`src/rtl/acq_sequencer_pkg.sv`:
```
// Shared types for the acquisition sequencer.
// States, host command codes, sampling modes and count helpers.
package acq_sequencer_pkg;

    typedef enum logic [3:0] {
        SEQ_IDLE,
        SEQ_P_START,
        SEQ_P_MODE,
        SEQ_ACQUIRE,
        SEQ_DELAY,
        SEQ_P_STOP,
        SEQ_STOPPED,
        SEQ_P_RD,
        SEQ_READOUT,
        SEQ_DONE
    } seq_state_t;

    typedef enum logic [1:0] {
        CMD_ARM     = 2'd0,
        CMD_STOP    = 2'd1,
        CMD_READOUT = 2'd2,
        CMD_ABORT   = 2'd3
    } cmd_op_t;

    typedef enum logic [1:0] {
        MODE_SAMPLE1 = 2'd0,
        MODE_SAMPLE2 = 2'd1,
        MODE_SAMPLE4 = 2'd2
    } mode_t;

    localparam int I_START  = 0;
    localparam int I_S1     = 1;
    localparam int I_S2     = 2;
    localparam int I_S4     = 3;
    localparam int I_STOP   = 4;
    localparam int I_RD     = 5;
    localparam int NUM_INST = 6;

    function automatic logic [2:0] maxcnt(input mode_t m);
        logic [2:0] r;
        unique case (m)
            MODE_SAMPLE1: r = 3'd4;
            MODE_SAMPLE2: r = 3'd2;
            default:      r = 3'd1;
        endcase
        return r;
    endfunction

    // Saturate a raw channel count at 4, then clip to the mode limit.
    function automatic logic [2:0] clip_cnt(input logic [2:0] raw,
                                            input mode_t m);
        logic [2:0] sat;
        logic [2:0] lim;
        sat = (raw > 3'd4) ? 3'd4 : raw;
        lim = maxcnt(m);
        return (sat < lim) ? sat : lim;
    endfunction

    function automatic logic is_pulse(input seq_state_t s);
        return (s == SEQ_P_START) || (s == SEQ_P_MODE) ||
               (s == SEQ_P_STOP)  || (s == SEQ_P_RD);
    endfunction

endpackage

```
`src/rtl/acq_sequencer_sync_2ff.sv`:
```
// Two-flop synchronizer for a single asynchronous level.
// Used for the OR'd channel stop request.
module sync_2ff (
    input  logic clk_i,
    input  logic rst_ni,
    input  logic d_i,
    output logic q_o
);

    logic meta_q;
    logic sync_q;

    // Shift the async level through two flops.
    always_ff @(posedge clk_i or negedge rst_ni) begin
        if (!rst_ni) begin
            meta_q <= 1'b0;
            sync_q <= 1'b0;
        end else begin
            meta_q <= d_i;
            sync_q <= meta_q;
        end
    end

    assign q_o = sync_q;

endmodule

```
`src/rtl/acq_sequencer.sv`:
```
// Chip-level acquisition sequencer: host commands to channel
// instruction pulses, post-trigger stop and (channel, buffer) readout walk.
module acq_sequencer
    import acq_sequencer_pkg::*;
#(
    parameter int NUM_CH     = 8,
    parameter int STOP_DLY_W = 8,
    parameter int PULSE_LEN  = 2
) (
    input  logic                      CLK,
    input  logic                      RSTB,
    input  logic                      cmd_valid,
    input  logic [1:0]                cmd_op,
    input  logic [1:0]                cmd_mode,
    input  logic                      auto_stop_en,
    input  logic [STOP_DLY_W-1:0]     stop_delay,
    output logic                      cmd_ready,
    output logic                      cmd_err,
    input  logic                      STOP_REQUEST,
    input  logic [3*NUM_CH-1:0]       trigger_cnt_in,
    output logic                      INST_START,
    output logic                      start1,
    output logic                      start2,
    output logic                      start4,
    output logic                      INST_STOP,
    output logic                      INST_READOUT,
    output logic                      ro_valid,
    output logic [$clog2(NUM_CH)-1:0] ro_ch,
    output logic [2:0]                ro_buf,
    input  logic                      ro_ready,
    output logic                      busy,
    output logic                      done
);

    localparam int CHW = $clog2(NUM_CH);
    localparam int PW  = $clog2(PULSE_LEN + 2);
    localparam logic [PW-1:0] PLEN = PW'(PULSE_LEN);

    seq_state_t              state_q, state_d;
    mode_t                   mode_q, mode_d;
    logic [STOP_DLY_W-1:0]   sdly_q, sdly_d;
    logic [STOP_DLY_W-1:0]   dly_q, dly_d;
    logic [PW-1:0]           pcnt_q, pcnt_d;
    logic                    abort_q, abort_d;
    logic                    cmd_err_q, cmd_err_d;
    logic                    stop_prev_q;
    logic [NUM_INST-1:0]     inst_q, inst_d;
    logic [2:0]              cnt_q [NUM_CH];
    logic [2:0]              cnt_d [NUM_CH];
    logic [CHW-1:0]          ro_ch_q, ro_ch_d;
    logic [2:0]              ro_buf_q, ro_buf_d;

    logic                    stop_s;
    logic                    stop_rise;
    logic                    cmd_acc;
    cmd_op_t                 op;
    logic [2:0]              n_in [NUM_CH];
    logic                    first_found;
    logic [CHW-1:0]          first_ch;
    logic                    next_found;
    logic [CHW-1:0]          next_ch;
    logic                    pon;

    sync_2ff u_sync_stop (
        .clk_i  (CLK),
        .rst_ni (RSTB),
        .d_i    (STOP_REQUEST),
        .q_o    (stop_s)
    );

    // Only a fresh rising edge ends acquisition; a stale high level never does.
    assign stop_rise = stop_s & ~stop_prev_q;
    assign cmd_ready = state_q inside {SEQ_IDLE, SEQ_ACQUIRE,
                                       SEQ_DELAY, SEQ_STOPPED};
    assign cmd_acc   = cmd_valid & cmd_ready;
    assign op        = cmd_op_t'(cmd_op);

    // Per-channel buffer counts as they would be sampled now.
    always_comb begin
        for (int i = 0; i < NUM_CH; i++) begin
            n_in[i] = clip_cnt(trigger_cnt_in[3*i +: 3], mode_q);
        end
    end

    // Lowest channel with data, searched from the live counts.
    always_comb begin
        first_found = 1'b0;
        first_ch    = '0;
        for (int i = NUM_CH - 1; i >= 0; i--) begin
            if (n_in[i] != 3'd0) begin
                first_found = 1'b1;
                first_ch    = CHW'(i);
            end
        end
    end

    // Next channel with data above the one being read.
    always_comb begin
        next_found = 1'b0;
        next_ch    = '0;
        for (int i = NUM_CH - 1; i >= 0; i--) begin
            if (i > int'(ro_ch_q) && cnt_q[i] != 3'd0) begin
                next_found = 1'b1;
                next_ch    = CHW'(i);
            end
        end
    end

    // Sequencer next-state and datapath updates.
    always_comb begin
        state_d   = state_q;
        mode_d    = mode_q;
        sdly_d    = sdly_q;
        dly_d     = dly_q;
        abort_d   = abort_q;
        cnt_d     = cnt_q;
        ro_ch_d   = ro_ch_q;
        ro_buf_d  = ro_buf_q;
        cmd_err_d = 1'b0;
        unique case (state_q)
            SEQ_IDLE: begin
                if (cmd_acc) begin
                    if (op == CMD_ARM) begin
                        state_d = SEQ_P_START;
                        mode_d  = mode_t'(cmd_mode);
                        sdly_d  = stop_delay;
                        abort_d = 1'b0;
                    end else begin
                        cmd_err_d = 1'b1;
                    end
                end
            end
            SEQ_P_START: begin
                if (pcnt_q == PLEN) state_d = SEQ_P_MODE;
            end
            SEQ_P_MODE: begin
                if (pcnt_q == PLEN) state_d = SEQ_ACQUIRE;
            end
            SEQ_ACQUIRE, SEQ_DELAY: begin
                if (cmd_acc) begin
                    if (op == CMD_STOP) begin
                        state_d = SEQ_P_STOP;
                    end else if (op == CMD_ABORT) begin
                        state_d = SEQ_P_STOP;
                        abort_d = 1'b1;
                    end else begin
                        cmd_err_d = 1'b1;
                    end
                end else if (state_q == SEQ_ACQUIRE) begin
                    if (stop_rise && auto_stop_en) begin
                        state_d = SEQ_DELAY;
                        dly_d   = sdly_q;
                    end
                end else if (dly_q == '0) begin
                    state_d = SEQ_P_STOP;
                end else begin
                    dly_d = dly_q - 1'b1;
                end
            end
            SEQ_P_STOP: begin
                if (pcnt_q == PLEN) begin
                    state_d = abort_q ? SEQ_IDLE : SEQ_STOPPED;
                end
            end
            SEQ_STOPPED: begin
                if (cmd_acc) begin
                    if (op == CMD_READOUT) begin
                        state_d = SEQ_P_RD;
                    end else if (op == CMD_ABORT) begin
                        state_d = SEQ_IDLE;
                    end else begin
                        cmd_err_d = 1'b1;
                    end
                end
            end
            SEQ_P_RD: begin
                if (pcnt_q == PLEN) begin
                    cnt_d    = n_in;
                    ro_ch_d  = first_ch;
                    ro_buf_d = 3'd0;
                    state_d  = first_found ? SEQ_READOUT : SEQ_DONE;
                end
            end
            SEQ_READOUT: begin
                if (ro_ready) begin
                    if ((ro_buf_q + 3'd1) < cnt_q[ro_ch_q]) begin
                        ro_buf_d = ro_buf_q + 3'd1;
                    end else if (next_found) begin
                        ro_ch_d  = next_ch;
                        ro_buf_d = 3'd0;
                    end else begin
                        state_d = SEQ_DONE;
                    end
                end
            end
            SEQ_DONE: begin
                state_d = SEQ_IDLE;
            end
            default: begin
                state_d = SEQ_IDLE;
            end
        endcase
    end

    // Pulse states hold PULSE_LEN high cycles plus one trailing low cycle.
    always_comb begin
        pcnt_d = '0;
        if (state_d == state_q && is_pulse(state_q)) begin
            pcnt_d = pcnt_q + 1'b1;
        end
    end

    // Instruction levels for the next cycle, aligned with the state register.
    always_comb begin
        inst_d = '0;
        pon    = pcnt_d < PLEN;
        unique case (state_d)
            SEQ_P_START: inst_d[I_START] = pon;
            SEQ_P_MODE: begin
                unique case (mode_q)
                    MODE_SAMPLE1: inst_d[I_S1] = pon;
                    MODE_SAMPLE2: inst_d[I_S2] = pon;
                    default:      inst_d[I_S4] = pon;
                endcase
            end
            SEQ_P_STOP: inst_d[I_STOP] = pon;
            SEQ_P_RD:   inst_d[I_RD]   = pon;
            default: ;
        endcase
    end

    // State, counters and registered outputs.
    always_ff @(posedge CLK or negedge RSTB) begin
        if (!RSTB) begin
            state_q     <= SEQ_IDLE;
            mode_q      <= MODE_SAMPLE1;
            sdly_q      <= '0;
            dly_q       <= '0;
            pcnt_q      <= '0;
            abort_q     <= 1'b0;
            cmd_err_q   <= 1'b0;
            stop_prev_q <= 1'b0;
            inst_q      <= '0;
            ro_ch_q     <= '0;
            ro_buf_q    <= '0;
            for (int i = 0; i < NUM_CH; i++) begin
                cnt_q[i] <= '0;
            end
        end else begin
            state_q     <= state_d;
            mode_q      <= mode_d;
            sdly_q      <= sdly_d;
            dly_q       <= dly_d;
            pcnt_q      <= pcnt_d;
            abort_q     <= abort_d;
            cmd_err_q   <= cmd_err_d;
            stop_prev_q <= stop_s;
            inst_q      <= inst_d;
            ro_ch_q     <= ro_ch_d;
            ro_buf_q    <= ro_buf_d;
            cnt_q       <= cnt_d;
        end
    end

    assign INST_START   = inst_q[I_START];
    assign start1       = inst_q[I_S1];
    assign start2       = inst_q[I_S2];
    assign start4       = inst_q[I_S4];
    assign INST_STOP    = inst_q[I_STOP];
    assign INST_READOUT = inst_q[I_RD];
    assign cmd_err      = cmd_err_q;
    assign ro_valid     = (state_q == SEQ_READOUT);
    assign ro_ch        = ro_ch_q;
    assign ro_buf       = ro_buf_q;
    assign busy         = (state_q != SEQ_IDLE);
    assign done         = (state_q == SEQ_DONE);

endmodule
```
`config.mk`:
```
export PLATFORM = sky130hd
export DESIGN_NAME = acq_sequencer
export DESIGN_NICKNAME = d
export VERILOG_FILES = /design/src/rtl/acq_sequencer_pkg.sv /design/src/rtl/acq_sequencer_sync_2ff.sv /design/src/rtl/acq_sequencer.sv
export SDC_FILE = /design/constraint.sdc
export NUM_CORES = 1
export LEC_CHECK = 0
export CORE_MARGIN = 1
export CORE_UTILIZATION = 61
export DETAILED_ROUTE_END_ITERATION = 10
export PLACE_DENSITY = 0.87
export SETUP_SLACK_MARGIN = 0.05
export SLEW_MARGIN = 20
export SYNTH_ARGS = -nofsm -noshare
export SYNTH_HDL_FRONTEND = slang
export SYNTH_HIERARCHICAL = 1
export SYNTH_SLANG_ARGS = --single-unit
```
`constraint.sdc`:
```
create_clock -name CLK -period 9.4 [get_ports CLK]
set_clock_uncertainty 0.1 [all_clocks]
set_input_delay 0.94 -clock CLK [delete_from_list [all_inputs] [get_ports CLK]]
set_output_delay 0.94 -clock CLK [all_outputs]
set_load 0.02 [all_outputs]
```
Word-level counts from Yosys, hierarchy flattened
Cells that the tools add are included.
- add/subtract/negate cells: 3
- $lt $le $gt $ge: 26
- equal/unequal tests: 31
- multiplexer cells: 106
- bitwise gates (word level): 5
- reductions and logical operators: 43
- operator list (operator ; count):
    3-bit 2-to-1 mux ; 43
    4-bit 2-to-1 mux ; 18
    3-bit nonzero test ; 15
    1-bit 2-to-1 mux ; 34
    4-bit one-hot mux with 8 select lines ; 1
    3-bit < comparator ; 9
    4-bit by 3-bit equality test with 1-bit output (second input constant) ; 6
    3-bit greater-than comparator (second input constant) ; 8
    8-bit 2-to-1 mux ; 3
    3-bit one-hot mux with 2 select lines ; 3
    2-bit inequality test (second input constant) ; 7
    4-bit by 2-bit equality test with 1-bit output (second input constant) ; 3
    3-bit greater-than comparator (first input constant) ; 4
    3-bit binary-select mux with 3-bit select ; 1
    1-bit logical AND ; 9
    4-bit by 1-bit equality test with 1-bit output (second input constant) ; 2
    4-bit equality test (second input constant) ; 2
    8-bit logical NOT ; 1
    2-bit by 1-bit inequality test with 1-bit output (second input constant) ; 4
    4-bit AND reduction ; 2
    4-bit nonzero test ; 2
    8-bit by 1-bit subtractor with 8-bit output (second input constant) ; 1
    2-bit equality test (second input constant) ; 3
    2-bit by 3-bit greater-than comparator with 1-bit output (first input constant) ; 2
    23 further kinds ; 31
- bits in registers: 65
- input port bits: 42
- output and inout bits: 17
- logic and storage cells: 235

Longest topological paths before layout
Gate-level depths: netlist (run 1).
- depth after elaboration: 22
- mapped depth: 12
- gate-level depth less buffers: 10

Modules after synthesis
The synthesis (run 1) kept the hierarchy.
- modules (own cells, without submodules) (module ; times used ; cells an instance ; area an instance (um2) ; seq. area each (um2)):
    acq_sequencer ; 1 ; 498 ; 4539.4 ; 1576.5
    sync_2ff ; 1 ; 2 ; 50.0 ; 50.0

Worst setup path after synthesis (run 1)
Ideal clock, no wire load.
- kind: reg-to-reg
- start: register mode_q[1]
- end: register inst_q[1]
- setup time: 0.124 ns
- arrival: 3.197 ns
- data required time: 9.176 ns
- path slack: 5.979 ns
- stages on the path, launching flop included: 13
- buffers on the path: 3
- period minus slack after synthesis: 3.421 ns
- cell sequence: dfrtp_1 buf_2 clkbuf_1 clkbuf_1 nor2_1 inv_1 ha_1 a21o_1 a2111oi_0 nand2b_1 nor3b_1 a311o_1 nor3_1
- longest elaborated chain between the ends: 22
- elaborated cells on any way between the ends: 45
- classes of those cells: order compare: 9; eq/ne: 3; mux: 23; reduce/logical: 10
- RTL lines (what ; RTL line ; source):
    start: declaration ; acq_sequencer.sv:40 ; mode_t mode_q, mode_d;
    start signal: assignment ; acq_sequencer.sv:251 ; mode_q <= mode_d;
    2-bit by 1-bit equality test with 1-bit output or 2-bit logical NOT (tied branches) ; acq_sequencer_pkg.sv:41, acq_sequencer.sv:220 ;
    3-bit one-hot mux with 2 select lines ; acq_sequencer_pkg.sv:41 ; unique case (m)
    3-bit < comparator ; acq_sequencer_pkg.sv:56 ; return (sat < lim) ? sat : lim;
    3-bit 2-to-1 mux ; acq_sequencer_pkg.sv:56 ;
    3-bit nonzero test ; acq_sequencer.sv:90 ; if (n_in[i] != 3'd0) begin
    1-bit 2-to-1 mux (8 in series) ; acq_sequencer.sv:90 ;
    1-bit 2-to-1 mux ; acq_sequencer.sv:181 ; state_d = first_found ? SEQ_READOUT : SEQ_DONE;
    4-bit 2-to-1 mux ; acq_sequencer.sv:177 ; if (pcnt_q == PLEN) begin
    4-bit one-hot mux with 8 select lines ; acq_sequencer.sv:120 ; unique case (state_q)
    4-bit equality test ; acq_sequencer.sv:208 ; if (state_d == state_q && is_pulse(state_q)) begin
    1-bit logical AND ; acq_sequencer.sv:208 ;
    2-bit 2-to-1 mux ; acq_sequencer.sv:208 ;
    2-bit < comparator ; acq_sequencer.sv:216 ; pon = pcnt_d < PLEN;
    1-bit 2-to-1 mux ; acq_sequencer.sv:220 ; unique case (mode_q)
    3-bit 2-to-1 mux (*) ; acq_sequencer.sv:217 ; unique case (state_d)
    named net inst_d[1] ; acq_sequencer.sv:47 ; logic [NUM_INST-1:0] inst_q, inst_d;
    end signal: assignment ; acq_sequencer.sv:258 ; inst_q <= inst_d;
    end: declaration ; acq_sequencer.sv:47 ;
The timed path passes the listed nets; every way through them passes the cells marked *.
A chain may end at the register's enable or synchronous reset.

Worst setup path after layout (run 1)
- start: register mode_q[1]
- end: register ro_ch_q[2], in the netlist ro_ch[2]
- longest elaborated chain between the ends: 15
- elaborated cells on any way between the ends: 37
- classes of those cells: order compare: 8; eq/ne: 1; mux: 19; reduce/logical: 9
- RTL lines (what ; RTL line ; source):
    2-bit by 1-bit equality test with 1-bit output or 2-bit logical NOT (tied branches) ; acq_sequencer_pkg.sv:41 ;
    3-bit one-hot mux with 2 select lines (*) ; acq_sequencer_pkg.sv:41 ;
    3-bit < comparator ; acq_sequencer_pkg.sv:56 ;
    3-bit 2-to-1 mux ; acq_sequencer_pkg.sv:56 ;
    3-bit nonzero test ; acq_sequencer.sv:90 ;
    3-bit 2-to-1 mux (7 in series) ; acq_sequencer.sv:90 ;
    3-bit 2-to-1 mux (*) ; acq_sequencer.sv:90 ;
    3-bit 2-to-1 mux (*) ; acq_sequencer.sv:177 ;
    3-bit one-hot mux with 2 select lines (*) ; acq_sequencer.sv:120 ;
    end signal: assignment ; acq_sequencer.sv:259 ; ro_ch_q <= ro_ch_d;
    end: declaration ; acq_sequencer.sv:50 ; logic [CHW-1:0] ro_ch_q, ro_ch_d;
Mark *: on every way between the ends. The rest lies on a longest branch, timed or not. The select of a mux whose other input is x is not followed.

==> results of run 1 <==
per-layer routing:
metal	up-vias	track usage [%]	routed length (um)
met5	-	0	0
met4	0	11.9	153
met3	18	6.06	766
met2	167	47.1	5160
met1	1962	41.2	5070
li1	1942	-	-
path summary, 6_finish.rpt:
kind	startpoint	to	slack, ps	depth (start not counted)
max	mode_q[1]$_DFFE_PN0P_	ro_ch[2]$_DFFE_PN0P_	5310	9
min	u_sync_stop/meta_q$_DFF_PN0_	u_sync_stop/q_o$_DFF_PN0_	250	0
max reg2reg	mode_q[1]$_DFFE_PN0P_	ro_ch[2]$_DFFE_PN0P_	5310	9
min reg2reg	u_sync_stop/meta_q$_DFF_PN0_	u_sync_stop/q_o$_DFF_PN0_	250	0
max in group asynchronous	RSTB	state_q[0]$_DFF_PN0_	8010	2
min in group asynchronous	RSTB	cnt_q[10]$_DFFE_PN0P_	670	2
area by class of cell:
class                           instances  area (um^2)  share of cell area, %
Timing Repair Buffer                   60          591                   11.0
Inverter                               15         56.3                   1.05
Multi-Input combinational cell        395         2780                   51.6
Tap cell                               99          124                   2.30
Clock buffer                           10          138                   2.56
Sequential cell                        65         1630                   30.2
Clock inverter                          6         67.6                   1.26
cells in the final DEF, fill, tap and decap left out, drive strengths merged, types with 5 or more instances in the layout:
cell | synthesis | routed
mux2 | 14 | 14
nand3 | 9 | 9
nor3 | 13 | 13
nand2 | 51 | 51
mux2i | 17 | 17
inv | 15 | 15
nor2 | 38 | 38
a21o | 10 | 10
ha | 22 | 22
o21ai | 39 | 39
or2 | 6 | 6
nand2b | 12 | 12
a31oi | 9 | 9
nand3b | 7 | 7
o211ai | 5 | 5
nor2b | 22 | 22
a21oi | 27 | 27
a22oi | 5 | 5
clkdlybuf4s50 | 0 | 57
clkbuf | 11 | 10
mux4 | 6 | 6
dfrtp | 65 | 65
flip-flops by register name, summed over array words and instances, names as in the netlist:
register / count
abort_q: 1
cmd_err: 1
cnt_q: 24
dly_q: 8
inst_q: 6
mode_q: 2
pcnt_q: 2
ro_buf: 3
ro_ch: 3
sdly_q: 8
state_q: 4
stop_prev_q: 1
u_sync_stop/meta_q: 1
u_sync_stop/q_o: 1
critical path: cells and delay by family (launching register included):
kind | cells | cell delay, ps
adder cells (fa/ha/maj) | 1 | 410
flip-flops | 1 | 700
AO/OA/AOI/OAI | 4 | 1250
AND/OR/NAND/NOR | 3 | 1180
buffers and inverters | 1 | 330
power by group through the flow:
stage	clock network (mW)	logic [mW]	registers, mW
6_report	0.243	0.754	0.496
5_1_grt	0.257	0.834	0.512
4_1_cts	0.245	0.744	0.493
3_5_place_dp	0	0.738	0.497
3_3_place_gp	0	0.705	0.494
2_1_floorplan	0	0.596	0.439
metrics by stage:
step / power [mW] / utilization [%] / cell area (um^2)
after CTS: 1.48 / 74.2 / 5380
final: 1.49 / 74.2 / 5380
after global placement: 1.20 / 71.3 / 5170
after global routing: 1.60 / 74.2 / 5380
after detailed placement: 1.23 / 71.3 / 5170
after floorplan: 1.04 / - / 4590
cells by family after synthesis:
| logic type | share of synthesized area, % |
|---|---|
| buf+inv | 4.03 |
| flops | 35.4 |
| mux | 10.8 |
| fa+ha+maj | 6.00 |
| xor+xnor | 0.382 |
| compound gates | 21.3 |
| simple gates | 22.1 |
==> metrics, run 1 <==
status=completed; Die H=88.7 um; Pwr per Cell Area=278 nW/um^2; Ant. Diodes=0; fin crit share=43.5%; max cap viols=0; cell taking the most area after synthesis=dfrtp_1; Final TNS setup=0 ps; 1st-pass router iterations=5; routed vias=4089; Setup crit start kind=register; Worst Max-Slew Pin Slew=924 ps; Seq pwr share=33.2%; worst path required time=9530 ps; Routed Antenna Nets=0; Area contributors post-synth=dfrtp_1, ha_1, nand2_1; fillcell total=534; post-synth top area share=35.4%; initial DRC count=317; critical-path cell list=nor2_1, inv_1, ha_1, a21o_1, a2111oi_0, nand2b_1, nor3b_1, o311ai_1, o22a_1; async set or reset register ratio after synthesis=100%; Final WS setup=5310 ps; Routability Congestion=0.916; Num CTS Buffers=9; final setup fails=0; Setup CP Type=reg2reg; YS warnings=6; Critical Path End Type=register; worst-path maximum fanout=30; most frequent cell after synthesis=dfrtp_1; layout cells sized above 1=10.2%; Clock Latency Late Sink=350 ps; Final Non-Filler Cells=650; CTS tree=done; pre-CTS worst setup slack=5400 ps; DPL Wire Length=8180 um; synth unique cells=75; Net Count, Synth=564; number of remaining DRC errors=0; pin count of the biggest net entering global routing=66; Max Clk Rate=245 MHz; post-synthesis sequential area ratio=35.4%; core box area=7250 um^2; GR Overflow Total=0; num rows=31; # resized after CTS=0; first-pass GRT wire length=18000 um; sw frac=43.0%; initial antenna violation count=0; clock-pin slew on the worst setup and hold paths=80 ps; clk sink count=65; top cells by count, synth=dfrtp_1, nand2_1, nor2_1, o21ai_0, a21oi_1; Main synth FF type=dfrtp_1; Mapped Area=4590 um^2; Final min period=4090 ps; vias in the first global route=3850; Hold/Removal Path Class=reg2reg; Peak VDD IR=0.000144 V; hold-fix buffers at CTS=0; Buffers on Ports=58; num ports=59; delay of the slowest critical-path stage=700 ps; Slew HR=37.8%; Leakage=2.35 nW; Vias/cell=6.29; Synth-to-Final Area Change=17.2%; Clock power frac=16.3%; clock root cell=clkbuf_8; drt total wl=11100 um; Die Wd=88.7 um; Nets=610; RSZ-0062 raised after global routing=false; global-route usage over all layers=30.1%; Mapped Cells=500; synthesized flop and latch total=65; Hold WS=254 ps; Switch Pwr=0.642 mW; syn_area_per_cell=9.18 um^2; initial core utilization=63.3%; CTS max path bufs=2; cell internal pwr=0.851 mW; final slew viol count=0; Critical Path AT=4220 ps; Fin. Hold Viols=0; Crit-path slowest cell=dfrtp_1; # H-tree levels=3; Gate power share=50.5%; DIE AREA=7870 um^2; DR WL/cell=17.1 um; EDFF count, synth=0; # placed instances=634; Post-CTS Setup Bufs=0
No activity file was read; power rests on OpenSTA's default activity.
==> run 2, diff against run 1 <==
--- a/config.mk
+++ b/config.mk
@@ -6,9 +6,9 @@
 export NUM_CORES = 1
 export LEC_CHECK = 0
 export CORE_MARGIN = 1
-export CORE_UTILIZATION = 61
+export CORE_UTILIZATION = 51
 export DETAILED_ROUTE_END_ITERATION = 10
-export PLACE_DENSITY = 0.87
+export PLACE_DENSITY = 0.77
 export SETUP_SLACK_MARGIN = 0.05
 export SLEW_MARGIN = 20
 export SYNTH_ARGS = -nofsm -noshare
==> constraint.sdc (replaced) <==
create_clock -name CLK -period 3.55 [get_ports CLK]
set_clock_uncertainty 0.1 [all_clocks]
set_input_delay 0.355 -clock CLK [delete_from_list [all_inputs] [get_ports CLK]]
set_output_delay 0.355 -clock CLK [all_outputs]
set_load 0.02 [all_outputs]
==> run 2 against run 1 <==
First-iteration DRC count is 1.3% higher. Core utilization is 11 points lower. Maximum frequency is 30% higher. Sequential power grew to 2.5 times the previous value. Non-clock buffer count is 13 higher. Sequential share of layout area is 0.58 points lower. Global-route usage is 4.0 points lower. Highest routed layer unchanged.
==> metrics, run 2 (synthesis gave the netlist of run 1 again) <==
Hold/Removal Path Class=reg2reg; worst-path maximum fanout=6; Vias/cell=6.12; largest registers=cnt_q: 24 flops, dly_q: 8 flops, sdly_q: 8 flops; initial antenna violation count=0; pin count of the biggest net entering global routing=50; global-route usage over all layers=26.2%; Final TNS setup=0 ps; Worst Max-Slew Pin Slew=764 ps; CTS max path bufs=2; clk sink count=65; first-pass GRT wire length=19900 um; Critical Path AT=3310 ps; Pwr per Cell Area=733 nW/um^2; delay of the slowest critical-path stage=580 ps; 1st-pass router iterations=4; final setup fails=0; DR WL/cell=17.3 um; final slew viol count=0; Max Clk Rate=318 MHz; RSZ-0062 raised after global routing=false; Reg with most FFs=cnt_q; Ant. Diodes=0; Num CTS Buffers=9; Die H=96.9 um; commonest cells after routing, fill and taps aside=dfrtp_1, clkdlybuf4s50_1, nand2_1, nor2_1, o21ai_0; Placed Area=5280 um^2; max FFs per register=24; # H-tree levels=3; GR Overflow Total=0; num rows=34; Design Power=4.02 mW; Final min period=3150 ps; initial DRC count=321; design area=5490 um^2; clock-pin slew on the worst setup and hold paths=70 ps; Setup CP Type=reg2reg; Top delay family on crit path=simple AND/OR/NAND/NOR gates; Synth-to-Final Area Change=19.5%; drt total wl=11600 um; Die Wd=96.9 um; max cap viols=0; Routability Congestion=0.887; core box area=8720 um^2; CTS tree=done; number of remaining DRC errors=0; num ports=59; Crit-path slowest cell=a2111oi_0; Hold WS=277 ps; Buffers on Ports=58; Fin. Hold Viols=0; # resized after CTS=0; fin crit share=88.7%; most used cell, CP=inv_1; vias in the first global route=4126; Leakage=2.41 nW; status=completed; Nets=623; DIE AREA=9380 um^2; Clock Latency Late Sink=340 ps; Slew HR=47.8%; critical-path cell list=inv_1, nor2_1, inv_1, ha_1, and4b_1, a2111oi_0, buf_4, nand2b_1, nor3b_1, nand3_1, a21oi_1; commonest non-fill, non-tap cell in the layout=dfrtp_1; Routed Antenna Nets=0; DPL Wire Length=8850 um; worst path required time=3710 ps; fillcell total=736; Bufs and invs on worst path=3; routed vias=4115; Setup crit start kind=register; layout cells sized above 1=11.9%; Peak VDD IR=0.000312 V; Critical Path End Type=register; clock root cell=clkbuf_8; initial core utilization=52.6%
run 2: area by class of cell:
cell class | instances | area (um^2) | area share [%]
timing repair buffer | 73 | 693 | 12.6
clock inverter | 5 | 55.1 | 1.00
sequential | 65 | 1630 | 29.7
tap | 108 | 135 | 2.46
inverter | 15 | 56.3 | 1.03
clock buffer | 11 | 141 | 2.58
multi-input combinational | 395 | 2780 | 50.6
run 2: worst register-to-register path, delay by kind of cell (launching register included):
kind                       cells  cell delay [ps]
and+or+nand+nor                5              970
DFF                            1              410
buffers and inverters          3              470
AOI/OAI and AO/OA              2              780
adders and majority gates      1              350
run 2: per-stage QoR:
| stage | util (%) | worst slack (ps) | std cells |
|---|---|---|---|
| after global routing | 62.9 | 107 | 672 |
| after floorplan | - | 129 | 500 |
| after CTS | 62.8 | 451 | 671 |
| after detailed placement | 60.5 | 262 | 655 |
| after global placement | 60.5 | 348 | 655 |
| final | 62.9 | 402 | 672 |
run 2: report_power, final:
part           total, mW  leakage (nW)  internal, mW  switching [mW]
combinational       2.14          1.57         0.989            1.15
clock              0.634        0.0953         0.341           0.292
sequential          1.25         0.741         0.989           0.265
run 2: final timing paths:
kind                            cells after the start                    startpoint  slack (ps)                   endpoint
worst max-delay path                               11         mode_q[0]$_DFFE_PN0P_         400        inst_q[4]$_DFF_PN0_
worst max register to register                     11         mode_q[0]$_DFFE_PN0P_         400        inst_q[4]$_DFF_PN0_
worst min-delay path                                0  u_sync_stop/meta_q$_DFF_PN0_         280  u_sync_stop/q_o$_DFF_PN0_
worst min register to register                      0  u_sync_stop/meta_q$_DFF_PN0_         280  u_sync_stop/q_o$_DFF_PN0_
min in group asynchronous                           2                          RSTB         470          cmd_err$_DFF_PN0_
max in group asynchronous                           3                          RSTB        2200       cnt_q[0]$_DFFE_PN0P_
run 2: repair_timing:
item / in CTS / in global routing
hold endpoints to repair: 0 / 48
buffers inserted: 0 / 0
hold buffers: 0 / 1
setup endpoints to repair: 0 / 0
run 2: routing by layer:
| layer | vias to the layer above | global-route usage [%] | wire [um] |
|---|---|---|---|
| li1 | 1976 | - | - |
| met1 | 1958 | 34.4 | 5220 |
| met2 | 160 | 41.7 | 5410 |
| met3 | 21 | 5.06 | 702 |
| met4 | 0 | 11.9 | 293 |
| met5 | - | 0 | 0 |
==> run 3, diff against run 2 <==
--- a/config.mk
+++ b/config.mk
@@ -6,12 +6,12 @@
 export NUM_CORES = 1
 export LEC_CHECK = 0
 export CORE_MARGIN = 1
-export CORE_UTILIZATION = 51
+export CORE_UTILIZATION = 58
 export DETAILED_ROUTE_END_ITERATION = 10
-export PLACE_DENSITY = 0.77
+export DONT_BUFFER_PORTS = 1
+export PLACE_DENSITY = 0.76
 export SETUP_SLACK_MARGIN = 0.05
 export SLEW_MARGIN = 20
 export SYNTH_ARGS = -nofsm -noshare
 export SYNTH_HDL_FRONTEND = slang
-export SYNTH_HIERARCHICAL = 1
 export SYNTH_SLANG_ARGS = --single-unit
==> run 3 against run 2 <==
Sequential cell count unchanged. Critical path depth is 2 lower. Wire length down 3.4%. First-iteration DRC count decreased by 26%. Clock power is 27% higher. Count of clock-buffer cells in the layout fell by 1. Hold slack worse by 230 ps. Die area shrank 12%. Final area shrank 8.6%. Combinational power down 6%. Final cell count down 8.8%.
==> metrics, run 3 <==
Setup CP Type=reg2reg; Die H=90.9 um; RSZ-0062 raised after global routing=false; Worst Max-Slew Pin Slew=761 ps; Max Clk Rate=330 MHz; clock root cell=clkbuf_8; num ports=59; 1st-pass router iterations=5; worst-path maximum fanout=7; cell internal pwr=2.36 mW; vias in the first global route=3839; fin crit share=85.4%; drt total wl=11200 um; final setup fails=0; DIE AREA=8260 um^2; design area=5010 um^2; Peak VDD IR=0.000455 V; commonest non-fill, non-tap cell in the layout=dfrtp_1; DR WL met2=5040 um; Final WS setup=519 ps; Final min period=3030 ps; Ant. Diodes=0; Num CTS Buffers=9; final core occ=65.2%; Net Count, Synth=564; Critical Path End Type=register; # H-tree levels=3; Switch Pwr=1.71 mW; Slew HR=48.0%; post-synth top area share=35.5%; Area contributors post-synth=dfrtp_1, ha_1, nand2_1; Clock power frac=19.8%; Die Wd=90.9 um; M1 WL=5150 um; num rows=32; worst path required time=3720 ps; CTS max path bufs=2; Pwr per Cell Area=812 nW/um^2; async set or reset register ratio after synthesis=100%; Post-CTS Setup Bufs=0; Nets=570; Seq pwr share=30.6%; DR WL/cell=18.3 um; post-synthesis sequential area ratio=35.5%; Routability Congestion=0.943; synth unique cells=75; top cells by count, synth=dfrtp_1, nand2_1, nor2_1, o21ai_0, a21oi_1; worst hold path depth=1; Synth-to-Final Area Change=9.33%; number of remaining DRC errors=0; global-route usage over all layers=29.2%; routed vias=3961; CTS tree=done; first-pass GRT wire length=18900 um; layout cells sized above 1=13.9%; Mapped Cells=500; clk sink count=65; Fin. Hold Viols=0; GR Overflow Total=0; clock-pin slew on the worst setup and hold paths=80 ps; Main synth FF type=dfrtp_1; Mapped Area=4580 um^2; # resized after CTS=0; synthesized flop and latch total=65; Setup crit start kind=register; YS warnings=0; syn_area_per_cell=9.17 um^2; DPL Wire Length=8350 um; Final TNS setup=0 ps; Critical Path AT=3200 ps; initial DRC count=238; max cap viols=0; worst-case reg-to-reg path depth=9; Gate power share=49.6%; EDFF count, synth=0; cell taking the most area after synthesis=dfrtp_1; Placed Area=4710 um^2; pre-CTS worst setup slack=542 ps; most frequent cell after synthesis=dfrtp_1; Top Metal Used=met4; final slew viol count=0; Vias/cell=6.46; hold-fix buffers at CTS=3; max FFs per register=24; Reg with most FFs=cnt_q; Clock Latency Late Sink=350 ps; Routed Antenna Nets=0; sw frac=41.9%; Hold/Removal Path Class=in2reg; initial antenna violation count=0; pin count of the biggest net entering global routing=66; met3 wire length=827 um; largest registers=cnt_q: 24 flops, dly_q: 8 flops, sdly_q: 8 flops; Leakage=2.24 nW; Buffers on Ports=0; core box area=7690 um^2; status=completed; initial core utilization=59.6%; commonest cells after routing, fill and taps aside=dfrtp_1, nand2_1, nor2_1, o21ai_0, a21oi_1
run 3: cell types whose count changed after synthesis:
cell / before / now
buf_2: 10 / 8
nand2b_1: 12 / 11
inv_1: 14 / 15
o21ai_0: 38 / 37
a21o_1: 10 / 9
a211oi_1: 4 / 5
clkbuf_1: 11 / 13
nor2_1: 38 / 39
a31oi_1: 8 / 7
o21a_1: 1 / 2
run 3: worst paths after layout:
kind	start	endpoint	slack [ps]
max	ro_ch[0]$_DFFE_PN0P_	inst_q[2]$_DFF_PN0_	520
min	stop_delay[5]	sdly_q[5]$_DFFE_PN0P_	40
max reg2reg	ro_ch[0]$_DFFE_PN0P_	inst_q[2]$_DFF_PN0_	520
min reg2reg	u_sync_stop.meta_q$_DFF_PN0_	u_sync_stop.q_o$_DFF_PN0_	280
max in group asynchronous	RSTB	cnt_q[2]$_DFFE_PN0P_	2660
min in group asynchronous	RSTB	ro_buf[1]$_DFFE_PN0P_	440
run 3: kinds of logic (layout without fill, tap and decap cells):
family | after synthesis | after routing | synth area share, %
buffers and inverters | 41 | 52 | 4.07
AOI/OAI and AO/OA | 143 | 143 | 21.2
xor gates and xnor gates | 2 | 2 | 0.382
muxes | 37 | 37 | 10.8
and+or+nand+nor | 190 | 190 | 22.0
DFF | 65 | 65 | 35.5
adders and majority gates | 22 | 22 | 6.00
run 3: per-stage QoR:
stage	hold WS [ps]	instances	total power [mW]
2_1_floorplan	-40.6	500	2.73
3_3_place_gp	-38.6	594	3.15
3_5_place_dp	-39.3	594	3.22
4_1_cts	29.3	613	4.05
5_1_grt	28.7	613	4.35
6_report	42.8	613	4.07
run 3: critical path, cell delays in order, from the launching register on:
cell     delay, ps
dfrtp_1        530
buf_4          260
mux4_2         510
mux2i_1        170
ha_1           250
o21a_1         120
o22a_1         200
and2_1         210
a211o_1        370
nor3_1         210
run 3: power groups by stage:
stage	Combinational [mW]	Sequential (mW)	Clock, mW
after floorplan	1.57	1.16	0
after global placement	1.90	1.24	0
after detailed placement	1.96	1.25	0
after CTS	1.99	1.24	0.819
after global routing	2.23	1.27	0.850
final	2.02	1.25	0.806
run 3: cell type report:
| class | instances | area (um^2) |
|---|---|---|
| well taps | 102 | 128 |
| fillers | 644 | 2680 |
| inverters | 16 | 60.1 |
| clock buffers | 10 | 138 |
| repair buffers | 20 | 175 |
| multi-input cells | 394 | 2770 |
| clock inverters | 6 | 114 |
| flip-flops and latches | 65 | 1630 |
run 3: per-layer routing:
layer  GRT usage [%]  vias up
met5               0        -
met3            5.13       20
met4            11.6        0
li1                -     1865
met1            41.4     1922
met2            44.4      154
